### config.mk
export PLATFORM = sky130hd
export DESIGN_NAME = mp_add_seq
export DESIGN_NICKNAME = d
export VERILOG_FILES = /design/src/rtl/mp_add_seq.sv
export SDC_FILE = /design/constraint.sdc
export NUM_CORES = 1
export LEC_CHECK = 0
export BUFFER_PORTS_ARGS = -buffer_cell sky130_fd_sc_hd__buf_2
export CAP_MARGIN = 20
export CELL_PAD_IN_SITES_DETAIL_PLACEMENT = 0
export CELL_PAD_IN_SITES_GLOBAL_PLACEMENT = 1
export CORE_MARGIN = 3
export CORE_UTILIZATION = 38
export CTS_CLUSTER_SIZE = 40
export DETAILED_ROUTE_END_ITERATION = 16
export PLACE_DENSITY_LB_ADDON = 0.1
export SETUP_SLACK_MARGIN = 0.1
export SYNTH_ARGS = -nofsm -noshare
export SYNTH_HDL_FRONTEND = slang
export SYNTH_SLANG_ARGS = --single-unit
### constraint.sdc
create_clock -name clk -period 2.07 [get_ports clk]
set_input_delay 0.414 -clock clk [delete_from_list [all_inputs] [get_ports clk]]
set_output_delay 0.414 -clock clk [all_outputs]
set_load 0.005 [all_outputs]
### src/rtl/mp_add_seq.sv
// Multi-word add/subtract sequencer driving one external 32-bit adder.
// Processes one word per cycle, LSW first, then pulses done.
module mp_add_seq #(
  parameter int NWORDS = 4
) (
  input  logic                   clk,
  input  logic                   rst_n,
  input  logic                   start,
  input  logic                   sub,
  input  logic [NWORDS*32-1:0]   a,
  input  logic [NWORDS*32-1:0]   b,
  output logic                   busy,
  output logic                   done,
  output logic [NWORDS*32-1:0]   result,
  output logic                   carry_out,
  output logic                   overflow,
  output logic [31:0]            cla_x,
  output logic [31:0]            cla_y,
  output logic                   cla_cin,
  input  logic [31:0]            cla_sum,
  input  logic                   cla_c32
);

  localparam int IW = $clog2(NWORDS);
  localparam logic [IW-1:0] LAST = IW'(NWORDS - 1);

  typedef enum logic [1:0] {
    IDLE,
    RUN,
    DONE
  } state_t;

  state_t state, state_nx;

  logic [NWORDS-1:0][31:0] op_a;
  logic [NWORDS-1:0][31:0] op_b;
  logic [NWORDS-1:0][31:0] res;
  logic                    op_sub;
  logic [IW-1:0]           idx;
  logic                    carry;
  logic                    last;

  assign last   = (idx == LAST);
  assign result = res;

  always_ff @(posedge clk or negedge rst_n) begin
    if (!rst_n) state <= IDLE;
    else        state <= state_nx;
  end

  // Adder operands come only from registers, never from a/b/sub.
  always_comb begin
    state_nx = state;
    busy     = 1'b0;
    done     = 1'b0;
    cla_x    = '0;
    cla_y    = '0;
    cla_cin  = 1'b0;
    unique case (state)
      IDLE: begin
        if (start) state_nx = RUN;
      end
      RUN: begin
        busy    = 1'b1;
        cla_x   = op_a[idx];
        cla_y   = op_sub ? ~op_b[idx] : op_b[idx];
        cla_cin = carry;
        if (last) state_nx = DONE;
      end
      DONE: begin
        busy     = 1'b1;
        done     = 1'b1;
        state_nx = IDLE;
      end
      default: state_nx = IDLE;
    endcase
  end

  always_ff @(posedge clk or negedge rst_n) begin
    if (!rst_n) begin
      op_a      <= '0;
      op_b      <= '0;
      op_sub    <= 1'b0;
      idx       <= '0;
      carry     <= 1'b0;
      res       <= '0;
      carry_out <= 1'b0;
      overflow  <= 1'b0;
    end else begin
      if (state == IDLE && start) begin
        op_a   <= a;
        op_b   <= b;
        op_sub <= sub;
        idx    <= '0;
        carry  <= sub;
      end
      if (state == RUN) begin
        res[idx] <= cla_sum;
        carry    <= cla_c32;
        idx      <= idx + 1'b1;
        if (last) begin
          carry_out <= cla_c32;
          overflow  <= (op_a[NWORDS-1][31] == cla_y[31]) &&
                       (cla_sum[31] != op_a[NWORDS-1][31]);
        end
      end
    end
  end

endmodule

* After elaboration in Yosys (flattened, before gate mapping)
Index checks and enable logic that the tools add are counted.
W data, S select, Z words.
** Operators by class
- Add/subtract/negate cells :: 1
- $mul :: 0
- Div/mod/pow operators :: 0
- Order comparisons :: 2
- Eq/ne operators :: 7
- Shift operators :: 0
- Mux-type cells :: 20
- Bitwise gates (word level) :: 1
- Reduce and logical (&&, ||, !) cells :: 8
** Operators by type and width (number)
- $mux W32 :: 6
- $bmux W32 S2 :: 2
- $bwmux W128 :: 1
- $demux W32 S2 :: 1
- $not A32 Y32 :: 1
- $mux W2 :: 4
- $mux W1 :: 5
- $eq A2 B2 Y1 const B :: 2
- $ne A2 B2 Y1 const B :: 2
- $pmux W2 S2 :: 1
- $reduce_and A2 Y1 :: 2
- $logic_and A1 B1 Y1 :: 3
- $lt A2 B3 Y1 const B :: 1
- $add A2 B1 Y2 const B :: 1
- $eq A2 B1 Y1 const B :: 1
- $ge A2 B1 Y1 const B :: 1
- $logic_not A2 Y1 :: 1
- $reduce_bool A2 Y1 :: 1
- $reduce_or A2 Y1 :: 1
- $eq A1 B1 Y1 :: 1
- $ne A1 B1 Y1 :: 1
** Word-level totals
- Bits in registers :: 392
- Latch bits :: 0
- RAM bits :: 0
- ROM bits :: 0
- Input bits :: 293
- Output and inout bits :: 197
- Word-level logic and storage cells :: 57
- Memories kept :: 0

* Longest topological paths before layout
Gate-level depths: netlist of run 1.
- Depth after elaboration :: 7
- Depth in mapped cells :: 8
- Mapped depth without buffers :: 6

* Least setup slack after synthesis of run 1
OpenSTA, ideal clock, no wires.
- Path kind :: register -> register
- Start point :: register idx[1]
- End point :: register res, in the netlist result[10]
- Library setup time :: 125 ps
- Arrival :: 1843 ps
- Required time :: 1945 ps
- Path slack :: 102 ps
- Stages on the path, launching flop included :: 9
- Period minus slack after synthesis :: 1968 ps
- Cells stage by stage :: dfrtp_1 -> clkbuf_1 -> buf_2 -> buf_2 -> inv_1 -> ha_1 -> nand2_1 -> buf_2 -> mux2_2
** On the way
- Longest elaborated chain between the ends :: 5
- Elaborated cells on any way between the ends :: 6
** Ends and longest elaborated chain
- start, declared :: line 39 : logic [IW-1:0] idx;
- start signal, assigned :: line 100 : idx <= idx + 1'b1;
- $lt A2 B3 Y1 (implied by the code) / $ge A2 B1 Y1 (equally long branches) :: line 98 : res[idx] <= cla_sum;
- $logic_and A1 B1 Y1 (implied by the code) :: line 98
- $mux W32 (implied by the code) :: line 98
- $demux W32 S2 (*) :: line 98
- $bwmux W128 (*) :: line 98
- end signal, assigned by index :: line 98
- end, declared :: line 37 : logic [NWORDS-1:0][31:0] res;
Every way passes the cells marked *; elsewhere a longest branch is shown, timed or not.
A chain may end at the register's enable or synchronous reset.

* Worst setup path after layout of run 1
- Start point :: register idx[0]
- End point :: output port cla_y[13]
** On the way
- Longest elaborated chain between the ends :: 5
** Ends and longest elaborated chain
- $bmux W32 S2 (*) :: line 66 : cla_y = op_sub ? ~op_b[idx] : op_b[idx];
- $mux W32 (implied by the code) (*) :: line 66
- $not A32 Y32 :: line 66
- $mux W32 (*) :: line 66
- $mux W32 (*) :: line 59 : unique case (state)
- end, declared :: line 18 : output logic [31:0] cla_y,
Every way passes the cells marked *; elsewhere a longest branch is shown, timed or not. The select of a mux whose other input is x is not followed.

==> impl_results.rst, run 1 <==
.. list-table::
   :header-rows: 1

   * - Metric
     - Value
   * - Data arrival time of the critical path
     - between 2 and 2.5 ns
   * - Switching component of the power
     - 11.7 mW
   * - Yosys reg bits
     - around 400
   * - CTS tree
     - yes
   * - Share of total power in the clock network
     - 0.206
   * - Average wire length per cell after detail routing
     - around 22 µm
   * - Max Clk Rate
     - 385 MHz
   * - H-tree Lvls
     - 2
   * - Largest voltage drop on the vdd net
     - 0.000801 V
   * - Footprint of the multi-input gates
     - 0.00684 mm²
   * - Fraction of post-synthesis cell area in the top cell type by area
     - 0.576
   * - Total of fill cells in the finished design
     - just under 4000
   * - Flip-flop and latch area
     - just under 0.01 mm²
   * - Clk Tree Root Cell
     - sky130_fd_sc_hd__clkbuf_16
   * - Syn_nets
     - 1352
   * - Number of buffers inserted by port buffering
     - 489
   * - Placement row count
     - 76
   * - Ratio of cells with drive above 1 in the final layout
     - 0.675
   * - Pwr/cell area
     - 1710 mW/mm²
   * - Clk sinks
     - 392
   * - Maximum number of pins on one net before global-route repair
     - 62
   * - Total negative slack
     - -31.59 ns
   * - Internal power contribution
     - between 20 and 30 mW
   * - Grt ovf
     - 0
   * - Inserted Clock Buffers
     - between 40 and 50
   * - Final setup violation count
     - 64
   * - Fraction of power spent switching nets
     - 0.306
   * - Overall die area
     - 0.0474 mm²
   * - Layout overhead on the synthesized area
     - 31.1%
   * - Total GRT Usage
     - 0.199
   * - Max clock buf depth
     - 3
   * - Result of the run
     - finished, violations left
   * - Avg Vias per Cell
     - ~4.9
   * - Seq/Total Area, Yosys
     - 0.576
   * - First-pass GRT wire length
     - 71.7 mm
   * - Part of the cycle the worst path needs
     - 1.25
   * - Sort of element at the start of the critical path
     - flip-flop
   * - Unrepaired setup endpoints after global routing
     - yes
   * - Clock Latency Late Sink
     - roughly 0.56 ns
   * - Number of different library cells in the post-synthesis netlist
     - 28
   * - Critical path required time
     - 1.66 ns
   * - Cell count after placement
     - 2105
   * - DRC marker count from the first detailed-route iteration
     - 324
   * - Cell count after synthesis
     - 1051
   * - Class of the worst hold path
     - in2reg
   * - Final Max Tran Viols
     - 0
   * - Routed wire length
     - 48.0 mm
   * - Critical path start-end classification
     - reg2out
   * - Top cell type by total area after synthesis
     - sky130_fd_sc_hd__dfrtp_1
   * - Half-perimeter wire length after placement
     - around 35 mm
   * - Number of routed nets with antenna violations
     - 0
   * - Width of the die
     - 218 µm
   * - Pleak
     - 10.3 nW
   * - Number of global-route vias before repair
     - between 10000 and 15000
   * - Most common cell after layout, fill and taps aside
     - sky130_fd_sc_hd__buf_2
   * - Clock Skew
     - 0.0149 ns
   * - Synth area leaders
     - sky130_fd_sc_hd__dfrtp_1, sky130_fd_sc_hd__mux2_2, sky130_fd_sc_hd__mux4_2
   * - Synthesized area divided by synthesized cell count
     - between 15 and 20 µm²
   * - Clock-pin slew reported for the worst setup and hold paths after clock tree synthesis
     - 0.06 ns
   * - Antenna violations before repair
     - 26
   * - Area inside the core boundary
     - about 0.044 mm²
   * - Count of max-cap constraint violations
     - 0
   * - Number of top-level pins
     - 490
   * - CP Capture Type
     - primary output
   * - Pre-CTS WS
     - -0.0327 ns
   * - Post-layout min period
     - 2.60 ns
   * - GP Congestion
     - between 0.7 and 0.8
   * - DR vias
     - 10827
   * - Transition time of the tightest slew-check pin
     - 0.566 ns
   * - Violated checks
     - negative setup slack
   * - Nets
     - 1875
   * - Final Worst Setup Slack
     - -0.527 ns
   * - CP Max Fanout
     - 11
   * - Share of power burned in combinational logic
     - 0.436
   * - DRC violation count after routing
     - 0
   * - Count of final hold-check violations
     - 0
   * - Yosys synthesis warning count
     - 0
   * - Sequential cell fraction of total power
     - 0.358
   * - Post-synth design cell area
     - 0.0170 mm²
   * - Top library cells by usage in the layout, fill and taps aside
     - sky130_fd_sc_hd__buf_2, sky130_fd_sc_hd__dfrtp_1, sky130_fd_sc_hd__mux2_2, sky130_fd_sc_hd__mux4_2, sky130_fd_sc_hd__and2_1
   * - Worst slew slack as a fraction of its limit
     - 0.623
   * - Drt first pass iters
     - 4
   * - Effective utilization at floorplan
     - 0.390
   * - Die span in y
     - 218 µm
   * - Fin cells
     - 2200
[Yosys cell counts]
cell,count
sky130_fd_sc_hd__o21a_1,1
sky130_fd_sc_hd__buf_2,46
sky130_fd_sc_hd__nand4b_1,1
sky130_fd_sc_hd__inv_1,5
sky130_fd_sc_hd__mux4_1,1
sky130_fd_sc_hd__and2_1,64
sky130_fd_sc_hd__nor3b_1,1
sky130_fd_sc_hd__clkbuf_1,10
sky130_fd_sc_hd__dfrtp_1,392
sky130_fd_sc_hd__nor2b_1,1
sky130_fd_sc_hd__o21ai_0,5
sky130_fd_sc_hd__mux2i_1,5
sky130_fd_sc_hd__nand3b_1,2
sky130_fd_sc_hd__buf_8,1
sky130_fd_sc_hd__mux2_2,386
sky130_fd_sc_hd__mux4_2,62
sky130_fd_sc_hd__nand2_1,11
sky130_fd_sc_hd__buf_1,5
sky130_fd_sc_hd__or3b_1,1
sky130_fd_sc_hd__xor2_1,31
sky130_fd_sc_hd__o211ai_2,1
sky130_fd_sc_hd__a21oi_1,1
sky130_fd_sc_hd__buf_6,1
sky130_fd_sc_hd__nand3_1,1
sky130_fd_sc_hd__mux2i_4,1
sky130_fd_sc_hd__buf_12,6
sky130_fd_sc_hd__ha_1,8
sky130_fd_sc_hd__or2_4,1
[cells by family (layout without fill, tap and decap cells)]
family / count (synthesis) / after routing / share of synthesized area
other cells: 0 / 11 / 0
fa+ha+maj: 8 / 8 / 0.00588
flops: 392 / 392 / 0.576
compound gates: 8 / 8 / 0.00294
simple gates: 83 / 83 / 0.0295
xor+xnor: 31 / 31 / 0.0159
mux: 455 / 455 / 0.343
buf+inv: 74 / 627 / 0.0265
[worst paths after layout]
| path | from | to | slack [ns] | depth (start not counted) |
|---|---|---|---|---|
| worst max-delay path | idx[0] | cla_y[13] | -0.53 | 5 |
| worst min-delay path | b[9] | op_b[9] | 0.08 | 2 |
| worst max register to register | idx[0] | result[109] | 0.17 | 6 |
| worst min register to register | overflow | overflow | 0.49 | 2 |
| max in group asynchronous | rst_n | op_b[10] | 0.88 | 3 |
| min in group asynchronous | rst_n | op_a[53] | 0.38 | 2 |
[cell type report]
cell class / instances / area share
Inverter: 5 / 0.000841
Timing Repair Buffer: 545 / 0.153
Sequential cell: 392 / 0.440
Antenna cell: 11 / 0.00123
Clock buffer: 68 / 0.0612
Tap cell: 585 / 0.0328
Multi-Input combinational cell: 585 / 0.306
Clock inverter: 9 / 0.00443
[state kept, by name (all words and copies together) (netlist names)]
signal / count
op_a: 128
op_b: 128
result: 128
idx: 2
state: 2
carry: 1
carry_out: 1
op_sub: 1
overflow: 1
[through the flow]
step / utilization / power [mW] / hold WS, ns / area, µm²
after floorplan: - / 23.8 / 0.118 / 17000
after global placement: 0.472 / 29.7 / 0.407 / 20600
after detailed placement: 0.472 / 30.0 / 0.404 / 20600
after CTS: 0.508 / 38.5 / 0.0401 / 22200
after global routing: 0.511 / 40.6 / 0.0538 / 22300
final: 0.511 / 38.2 / 0.0841 / 22300
[metal layers]
| metal | share of wire | global-route usage | vias up |
|---|---|---|---|
| li1 | - | - | 4850 |
| met1 | 0.39 | 0.237 | 5552 |
| met2 | 0.50 | 0.338 | 316 |
| met5 | 0.0039 | 0 | - |
| met4 | 0.018 | 0.0589 | 30 |
| met3 | 0.086 | 0.0733 | 79 |
[power groups by stage]
stage / registers [mW] / logic (mW) / clock network, mW
floorplan: 13.2 / 10.5 / 0
global placement: 13.7 / 16.0 / 0
detailed placement: 13.8 / 16.3 / 0
CTS: 13.7 / 16.7 / 8.12
global route: 14.1 / 18.1 / 8.42
finish: 13.6 / 16.6 / 7.86
[critical path, cell delays in order (launching register included)]
cell                      delay, ns
sky130_fd_sc_hd__dfrtp_4       0.48
sky130_fd_sc_hd__buf_12        0.18
sky130_fd_sc_hd__mux4_2        0.52
sky130_fd_sc_hd__xor2_1        0.15
sky130_fd_sc_hd__and2_1        0.18
sky130_fd_sc_hd__buf_2         0.13
[what timing repair did]
action	CTS	global route
hold buffers	1	0
pin swaps	4	1
hold endpoints to repair	41	0
resized for setup	19	14
gates cloned	1	2
setup buffers	3	0
setup endpoints to repair	74	107
Note: power is estimated with default switching activity, not from simulation.
==> run 2, diff against run 1 <==
==> constraint.sdc (replaced) <==
create_clock -name clk -period 2.07 [get_ports clk]
set_input_delay 0.1035 -clock clk [delete_from_list [all_inputs] [get_ports clk]]
set_output_delay 0.1035 -clock clk [all_outputs]
set_load 0.005 [all_outputs]
==> impl_results.rst, run 2 (synthesis results as in run 1) <==
.. list-table::
   :header-rows: 1

   * - Metric
     - Value
   * - Result of the run
     - finished, violations left
   * - Violated checks
     - negative setup slack
   * - Maximum number of pins on one net before global-route repair
     - 71 (+15%)
   * - Inserted Clock Buffers
     - 44 (-2.2%)
   * - Total negative slack
     - -13.71 ns (+17.88 ns)
   * - Count of max-cap constraint violations
     - 0 (unchanged)
   * - Number of global-route vias before repair
     - 13310 (+14%)
   * - CTS tree
     - yes
   * - Final Max Tran Viols
     - 0 (unchanged)
   * - Final setup violation count
     - 64 (unchanged)
   * - Pleak
     - 11.7 nW (+14%)
   * - Worst slew slack as a fraction of its limit
     - 0.576 (-0.0466)
   * - Placement row count
     - 76 (unchanged)
   * - Placed cell area
     - 0.0205 mm² (-0.49%)
   * - CP Max Fanout
     - 10 (-1)
   * - DRC violation count after routing
     - 0 (unchanged)
   * - Launch point of the worst path
     - idx[0]
   * - Area inside the core boundary
     - 0.0436 mm² (unchanged)
   * - Nets
     - 2174 (+16%)
   * - Half-perimeter wire length after placement
     - 34.9 mm (-0.58%)
   * - Data arrival time of the critical path
     - 2.22 ns (+0.04 ns)
   * - Top library cells by usage in the layout, fill and taps aside
     - sky130_fd_sc_hd__buf_2, sky130_fd_sc_hd__dfrtp_1, sky130_fd_sc_hd__mux2_2, sky130_fd_sc_hd__dlygate4sd3_1, sky130_fd_sc_hd__mux4_2
   * - Fin cells
     - 2501 (+14%)
   * - Count of final hold-check violations
     - 0 (unchanged)
   * - Critical R2R Capture
     - result[107]
   * - Final Worst Setup Slack
     - -0.258 ns (+0.268 ns)
   * - Number of buffers inserted by port buffering
     - 489 (unchanged)
   * - End point of the critical path
     - cla_y[1]
   * - Largest voltage drop on the vdd net
     - 0.000789 V (-1.5%)
   * - Pwr/cell area
     - 1570 mW/mm² (-8.0%)
   * - H-tree Lvls
     - 2 (unchanged)
   * - Avg Vias per Cell
     - 4.79 (-2.8%)
   * - Hold Worst Slack
     - 0.142 ns (+0.0574 ns)
   * - Part of the cycle the worst path needs
     - 1.12 (-0.130)
   * - Antenna violations before repair
     - 9 (-65%)
   * - Clock-pin slew reported for the worst setup and hold paths after clock tree synthesis
     - 0.06 ns (about the same)
   * - DRC marker count from the first detailed-route iteration
     - 454 (+40%)
   * - Clk Tree Root Cell
     - sky130_fd_sc_hd__clkbuf_16
   * - FF-to-FF path depth
     - 6 (unchanged)
   * - DR vias
     - 11968 (+11%)
   * - Max Clk Rate
     - 429 MHz (+12%)
   * - Layout overhead on the synthesized area
     - 51.3%
   * - First-pass GRT wire length
     - 78.3 mm (+9.3%)
   * - Drt first pass iters
     - 4 (unchanged)
   * - Clock Skew
     - 0.0107 ns (-0.00415 ns)
   * - Ratio of cells with drive above 1 in the final layout
     - 0.589 (-0.0858)
   * - CP Capture Type
     - primary output
   * - Max clock buf depth
     - 3 (unchanged)
   * - Grt ovf
     - 0 (unchanged)
   * - Post-route design area
     - 0.0258 mm² (+15%)
   * - GP Congestion
     - 0.772 (+0.32%)
   * - Die span in y
     - 218 µm (unchanged)
   * - Effective utilization at floorplan
     - 0.390 (unchanged)
   * - R2R Setup Slk
     - 0.16 ns (about the same)
   * - Critical path start-end classification
     - reg2out
   * - Layout Utilization
     - 0.590 (+0.0790)
   * - Most common cell after layout, fill and taps aside
     - sky130_fd_sc_hd__buf_2
   * - Reg-to-Reg Start
     - idx[0]
   * - Post-layout min period
     - 2.33 ns (-0.268 ns)
   * - Critical path required time
     - 1.97 ns (+0.31 ns)
   * - Overall die area
     - 0.0474 mm² (unchanged)
   * - Clk sinks
     - 392 (unchanged)
   * - Total GRT Usage
     - 0.214 (+0.0155)
   * - Routed wire length
     - 52.4 mm (+9.3%)
   * - Number of top-level pins
     - 490 (unchanged)
   * - Class of the worst hold path
     - in2async
   * - Average wire length per cell after detail routing
     - 21.0 µm (-3.9%)
   * - Total of fill cells in the finished design
     - 3532 (-8.6%)
   * - Sort of element at the start of the critical path
     - flip-flop
   * - Transition time of the tightest slew-check pin
     - 0.636 ns (+0.0699 ns)
   * - Number of routed nets with antenna violations
     - 0 (unchanged)
   * - Cell count after placement
     - 2100 (-0.24%)
   * - Clock Latency Late Sink
     - 0.56 ns (about the same)
   * - Unrepaired setup endpoints after global routing
     - yes
   * - Width of the die
     - 218 µm (unchanged)
run 2: repair_timing:
action / 4_1_cts / 5_1_grt
buffers inserted: 5 / 2
cloned: 4 / 9
endpoints found under the hold margin: 455 / 0
hold buffers: 292 / 0
resized for setup: 53 / 49
endpoints found under the setup margin: 65 / 162
pin swaps: 25 / 1
run 2: final cells by class:
type | count | area [µm²] | area share
tap | 585 | 732 | 0.0284
multi-input combinational | 585 | 6900 | 0.268
inverter | 5 | 18.8 | 0.000728
clock inverter | 13 | 150 | 0.00583
timing repair buffer | 845 | 6750 | 0.262
sequential | 392 | 9820 | 0.381
antenna | 9 | 22.5 | 0.000874
clock buffer | 67 | 1370 | 0.0531
run 2: how the worst min path moves through the flow:
| stage | startpoint | end | slack, ns | cells after the start |
|---|---|---|---|---|
| 6_report | rst_n | result[42] | 0.14 | 2 |
| 5_1_grt | rst_n | result[42] | 0.16 | 2 |
| 4_1_cts | rst_n | result[42] | 0.13 | 2 |
| 3_5_place_dp | rst_n | result[42] | 0.14 | 1 |
| 3_3_place_gp | rst_n | result[39] | 0.14 | 1 |
| 2_1_floorplan | rst_n | carry | -0.19 | 0 |
run 2: worst max-delay path: stages, from the launching register on:
cell	delay (ns)
sky130_fd_sc_hd__dfrtp_4	0.49
sky130_fd_sc_hd__buf_12	0.17
sky130_fd_sc_hd__mux4_2	0.53
sky130_fd_sc_hd__xor2_1	0.16
sky130_fd_sc_hd__and2_1	0.18
sky130_fd_sc_hd__buf_2	0.12
run 2: metrics by stage:
stage	worst slack [ns]	total power [mW]
2_1_floorplan	0.102	23.8
3_3_place_gp	0.226	29.5
3_5_place_dp	0.222	29.8
4_1_cts	-0.323	39.8
5_1_grt	-0.345	43.0
6_report	-0.258	40.5
run 2: metal layers:
| metal | vias to the layer above | wire [µm] | track usage |
|---|---|---|---|
| met1 | 6092 | 21100 | 0.263 |
| met5 | - | 0 | 0 |
| met4 | 0 | 1580 | 0.0755 |
| met2 | 356 | 26500 | 0.372 |
| met3 | 88 | 3210 | 0.0492 |
| li1 | 5432 | - | - |
run 2: power by group:
group | total [mW] | internal (mW) | switching [mW]
Combinational | 18.7 | 11.5 | 7.18
Sequential | 13.7 | 11.7 | 2.03
Clock | 8.10 | 4.93 | 3.18
Total | 40.5 | 28.1 | 12.4
